===== src/rtl/pwd_stream_ctrl.sv =====
// pwd_stream_ctrl: byte-stream front end for the password checker.
//
// Frames of bytes end with the terminator byte TERM. The terminator is never
// stored and never compared. A frame either programs the password into an
// external 64x8 RAM or checks it against the RAM. The RAM is read
// combinationally in the same cycle the byte is accepted.
//
// Optional feature macro: PWD_LOCKOUT_EN. When defined, three consecutive
// failed check frames move the block into LOCKED. Only rst_ni leaves LOCKED.
//
// Ports:
//   clk_i        clock, rising edge
//   rst_ni       asynchronous active-low reset
//   s_valid_i    input byte valid
//   s_data_i     input byte
//   s_ready_o    block can accept a byte (accept = s_valid_i && s_ready_o)
//   mode_i       1 = program frame, 0 = check frame (sampled on first byte)
//   ram_we_o     RAM write enable
//   ram_addr_o   RAM address, shared by write and read
//   ram_wdata_o  RAM write data
//   ram_rdata_i  RAM asynchronous read data for ram_addr_o
//   done_o       one-cycle pulse at the end of every frame
//   match_o      check result, valid with done_o
//   err_o        program overflow, valid with done_o
//   pwd_len_o    stored password length, 0..64
//   locked_o     lockout active (constant 0 without PWD_LOCKOUT_EN)
module pwd_stream_ctrl #(
  parameter logic [7:0] TERM = 8'h0D
) (
  input  logic       clk_i,
  input  logic       rst_ni,
  input  logic       s_valid_i,
  input  logic [7:0] s_data_i,
  output logic       s_ready_o,
  input  logic       mode_i,
  output logic       ram_we_o,
  output logic [5:0] ram_addr_o,
  output logic [7:0] ram_wdata_o,
  input  logic [7:0] ram_rdata_i,
  output logic       done_o,
  output logic       match_o,
  output logic       err_o,
  output logic [6:0] pwd_len_o,
  output logic       locked_o
);

  localparam logic [6:0] MaxLen = 7'd64;

  typedef enum logic [2:0] {
    StIdle,
    StProg,
    StCheck,
`ifdef PWD_LOCKOUT_EN
    StLocked,
`endif
    StDone
  } state_e;

  state_e     state_q, state_d;
  logic [6:0] idx_q, idx_d;
  logic       ok_q, ok_d;
  logic       pwd_valid_q, pwd_valid_d;
  logic [6:0] pwd_len_q, pwd_len_d;
  logic       fmode_q, fmode_d;
  logic       match_q, match_d;
  logic       err_q, err_d;
`ifdef PWD_LOCKOUT_EN
  logic [1:0] fail_cnt_q, fail_cnt_d;
`endif

  logic accept;
  logic prog_frame;
  logic is_term;

  assign ram_addr_o  = idx_q[5:0];
  assign ram_wdata_o = s_data_i;
  assign s_ready_o   = (state_q == StIdle) || (state_q == StProg) || (state_q == StCheck);
  assign accept      = s_valid_i && s_ready_o;
  assign is_term     = (s_data_i == TERM);
  // The first byte of a frame uses mode_i directly; later bytes use the latched mode.
  assign prog_frame  = (state_q == StIdle) ? mode_i : fmode_q;

  assign done_o    = (state_q == StDone);
  assign match_o   = match_q;
  assign err_o     = err_q;
  assign pwd_len_o = pwd_len_q;
`ifdef PWD_LOCKOUT_EN
  assign locked_o  = (state_q == StLocked);
`else
  assign locked_o  = 1'b0;
`endif

  always_comb begin
    state_d     = state_q;
    idx_d       = idx_q;
    ok_d        = ok_q;
    pwd_valid_d = pwd_valid_q;
    pwd_len_d   = pwd_len_q;
    fmode_d     = fmode_q;
    match_d     = 1'b0;
    err_d       = 1'b0;
    ram_we_o    = 1'b0;
`ifdef PWD_LOCKOUT_EN
    fail_cnt_d  = fail_cnt_q;
`endif

    case (state_q)
      StIdle, StProg, StCheck: begin
        if (accept) begin
          if (state_q == StIdle) begin
            fmode_d = mode_i;
          end
          if (prog_frame) begin
            // Any program frame invalidates the old password until it completes cleanly.
            if (state_q == StIdle) begin
              pwd_valid_d = 1'b0;
              pwd_len_d   = 7'd0;
            end
            if (!is_term) begin
              if (idx_q < MaxLen) begin
                ram_we_o = 1'b1;
                idx_d    = idx_q + 7'd1;
              end else begin
                ok_d = 1'b0;
              end
              state_d = StProg;
            end else begin
              err_d = !ok_q;
              if (ok_q) begin
                pwd_len_d   = idx_q;
                pwd_valid_d = 1'b1;
`ifdef PWD_LOCKOUT_EN
                fail_cnt_d  = 2'd0;
`endif
              end
              state_d = StDone;
            end
          end else begin
            if (!is_term) begin
              if ((idx_q >= pwd_len_q) || (s_data_i != ram_rdata_i)) begin
                ok_d = 1'b0;
              end
              if (idx_q < MaxLen) begin
                idx_d = idx_q + 7'd1;
              end
              state_d = StCheck;
            end else begin
              match_d = pwd_valid_q && ok_q && (idx_q == pwd_len_q);
`ifdef PWD_LOCKOUT_EN
              if (match_d) begin
                fail_cnt_d = 2'd0;
              end else if (fail_cnt_q != 2'd3) begin
                fail_cnt_d = fail_cnt_q + 2'd1;
              end
`endif
              state_d = StDone;
            end
          end
        end
      end
      StDone: begin
        idx_d   = 7'd0;
        ok_d    = 1'b1;
        state_d = StIdle;
`ifdef PWD_LOCKOUT_EN
        if (fail_cnt_q == 2'd3) begin
          state_d = StLocked;
        end
`endif
      end
`ifdef PWD_LOCKOUT_EN
      StLocked: begin
        state_d = StLocked;
      end
`endif
      default: begin
        state_d = StIdle;
        idx_d   = 7'd0;
        ok_d    = 1'b1;
      end
    endcase
  end

  always_ff @(posedge clk_i or negedge rst_ni) begin
    if (!rst_ni) begin
      state_q     <= StIdle;
      idx_q       <= 7'd0;
      ok_q        <= 1'b1;
      pwd_valid_q <= 1'b0;
      pwd_len_q   <= 7'd0;
      fmode_q     <= 1'b0;
      match_q     <= 1'b0;
      err_q       <= 1'b0;
    end else begin
      state_q     <= state_d;
      idx_q       <= idx_d;
      ok_q        <= ok_d;
      pwd_valid_q <= pwd_valid_d;
      pwd_len_q   <= pwd_len_d;
      fmode_q     <= fmode_d;
      match_q     <= match_d;
      err_q       <= err_d;
    end
  end

`ifdef PWD_LOCKOUT_EN
  always_ff @(posedge clk_i or negedge rst_ni) begin
    if (!rst_ni) begin
      fail_cnt_q <= 2'd0;
    end else begin
      fail_cnt_q <= fail_cnt_d;
    end
  end
`endif

endmodule


===== config.mk =====
export PLATFORM = sky130hd
export DESIGN_NAME = pwd_stream_ctrl
export DESIGN_NICKNAME = d
export VERILOG_FILES = /design/src/rtl/pwd_stream_ctrl.sv
export SDC_FILE = /design/constraint.sdc
export NUM_CORES = 1
export LEC_CHECK = 0
export CAP_MARGIN = 20
export CORE_AREA = 2 2 52 102
export DETAILED_ROUTE_END_ITERATION = 16
export DIE_AREA = 0 0 54 104
export SETUP_SLACK_MARGIN = 0.15
export SLEW_MARGIN = 20
export SYNTH_ARGS = -nofsm -noshare
export SYNTH_HDL_FRONTEND = slang
export SYNTH_SLANG_ARGS = --single-unit

===== constraint.sdc =====
create_clock -name clk_i -period 2.1 [get_ports clk_i]
set_clock_uncertainty 0.15 [all_clocks]
set_input_delay 0.42 -clock clk_i [delete_from_list [all_inputs] [get_ports clk_i]]
set_output_delay 0.42 -clock clk_i [all_outputs]
set_load 0.005 [all_outputs]

==> qor.yml <==
critical_path:
  crit_type: "in -> out"
  cp-end-kind: "primary output"
  cpPeakStageDelay_ns: 0.49
  cpLargestDelayFamily: "buffers and inverters"
  crit_required_ns: 1.53
  crit_cells: 3
  r2r-start: "pwd_len_o[0]"
  critPathArrivalTime_ns: 1.31
  rrSetupSlack_ns: 0.28
  slowest_stage: "clkdlybuf4s50_1"
  start_kind: "primary input"
  crit_fanout: 2
  path_buf_inv: 3
  r2r-end: "ok_q"
  rr_worst_depth: 6
  crit_chain: "dlygate4sd2_1 -> buf_4 -> clkdlybuf4s50_1"
synthesis:
  yosysUniqueCellTypes: 36
  synthMuxAreaShare_pct: 6.504
  syn_inst: 140
  synth-seq-area-share_pct: 38.03
  ys_warn_count: 0
  synth_top_family_by_area: "simple AND/OR/NAND/NOR gates"
  ys.flop_type: "dfrtp_1"
  synth.largest_area_cell: "dfrtp_1"
  synth-simple-area-share_pct: 18.79
  yosys.area.top_type_share_pct: 36.13
  synth.avg_cell_area_sq_um: 9.893
  syn_area_sq_mm: 0.001385
  async_flop_share_pct: 100.0
  synthAdderAreaFrac_pct: 7.227
  synth.area.top_cells: "dfrtp_1 (36%), buf_4 (8.1%), ha_1 (7.2%), xor2_1 (7.0%), mux2i_1 (6.5%)"
  synth-seq-cells: 21
  synth_compound_area_share_pct: 9.485
  synth-xor-area-share_pct: 8.853
  synth-edff-count: 0
  syn_nets: 168
clocking:
  clk_pin_slew_ns: 0.08
  cts_tree: "yes"
  htree_levels: 1
  clock_path_buffers: 2
  clkSinkCount: 21
  clk_latency_ns: 0.26
  cts-root-buf: "clkbuf_8"
  hold_buffers: 0
  cts_buffers: 3
pwr:
  power-per-cell-area_mw_per_mm2: 779.3
  p_leak_nw: 0.9827
  ir_drop_uv: 441.6
routing:
  drt_iter0_drc: 11
  routedWlPerCell_microns: 13.52
  vias: 1233
  wl_microns: 3543
  drt-pass1-iter-count: 4
  viasPerCell: 4.706
  drcViolationCount: 0
  ant_nets: 0
sta:
  rsz0062_at_grt: "no"
  hold_violations: 0
  drv_slew: 0
  fin_tns_setup_ns: 0
  worst_slack_ns: 0.2249
  period_share_pct: 89.29
  finalSetupViolations: 0
  max_freq_ghz: 0.5333
  min_period_ns: 1.875
floorplanning:
  initial_utilization_pct: 28.47
  rows: 36
  die_area_sq_mm: 0.005616
  chipHeight_microns: 104
  die_w_microns: 54
  core_area_sq_mm: 0.004865
  ioPinCount: 47
finish:
  n_antenna_cell: 0
  fin_area_sq_mm: 0.002098
  area.growth.synth_to_final_pct: 51.49
  mostFrequentLayoutCell: "clkdlybuf4s50_1"
  final_cell_mix: "clkdlybuf4s50_1 (30), buf_4 (27), dfrtp_1 (20)"
  drive_gt1_share_pct: 24.88
  fillCellCount: 502
  fin_nets: 234
global_route:
  grt_max_degree: 22
  overflow: 0
  grt_pass1_vias: 1366
  antenna_found_initial: 0
  grt_pass1_wl_microns: 6044
  grt_usage_pct: 14.59
placed_design:
  globalplace.congestion: 0.7678
  placed_cell_area_sq_mm: 0.002019
  port_buffers: 45
  dpl.hpwl_microns: 2923
  dp_slack_ns: -0.4856
flow_run:
  drv_cap: 0
outcome:
  status: "complete, no violations"
worst_hold_path:
  hold_class: "in -> async"
==> how the worst max path moves through the flow <==
stage	slack [ns]	start	to
final	0.22	s_data_i[6]	ram_wdata_o[6]
after CTS	0.05	s_data_i[0]	ram_we_o
after global placement	-0.46	s_data_i[1]	ram_we_o
after floorplan	0.23	s_data_i[4]	pwd_len_o[0]
after detailed placement	-0.49	s_data_i[1]	ram_we_o
after global routing	0.17	s_valid_i	pwd_len_o[6]
==> metal layers <==
metal  global-route usage [%]  vias up  share of wire (%)
li1                         -      600                  -
met1                    13.66      589                 32
met2                    28.40       38                 61
met3                    1.293        6                3.5
met4                    6.964        0                2.7
met5                        0        -                  0
==> registers in the layout, indices dropped and copies added (netlist names) <==
signal and count:
state_q 2, ok_q 1, idx_q 7, err_o 1
pwd_valid_q 1, match_o 1, pwd_len_o 7, fmode_q 1
==> power by group <==
group          switching (mW)  total (mW)  internal, mW
Combinational           0.393       0.816         0.423
Sequential             0.0659       0.550         0.484
Clock                   0.134       0.269         0.135
==> timing repair <==
action	in CTS	in global routing
gates resized for setup	21	15
endpoints found under the setup margin	23	14
buffers inserted	1	0
pin swaps	5	5
hold endpoints to repair	0	0
==> metrics by stage <==
stage,power [mW],utilization [%],hold slack (ns),std cells
2_1_floorplan,0.9793,-,-0.02559,140
3_3_place_gp,1.374,41.51,0.3309,257
3_5_place_dp,1.382,41.51,0.3756,257
4_1_cts,1.658,42.72,0.3691,262
5_1_grt,1.758,43.13,0.3757,262
6_report,1.635,43.13,0.3571,262
==> area by class of cell <==
type,count,area (sq um),share of cell area (%)
clock buffers,4,45.04,2.147
multi-input cells,94,730.7,34.82
well taps,57,71.32,3.399
repair buffers,76,685.7,32.68
flip-flops and latches,21,526.8,25.10
inverters,10,38.79,1.849
==> Yosys cell counts, types with 2 or more instances <==
library cell   n
a21oi_1        3
a31oi_1        3
and3_1         2
buf_4         15
dfrtp_1       20
ha_1           8
inv_1          9
mux2i_1        9
nand2_1        6
nand3_1        3
nand4_1        4
nor2_1        18
nor3_1         2
nor4_1         2
o21ai_0        3
xnor2_1        3
xor2_1        11
==> kinds of logic after synthesis <==
| group | count (synthesis) |
|---|---|
| compound gates | 16 |
| xor+xnor | 14 |
| fa+ha+maj | 8 |
| buf+inv | 25 |
| flops | 21 |
| mux | 9 |
| other cells | 1 |
| simple gates | 46 |
No activity file was read; power rests on OpenSTA's default activity.
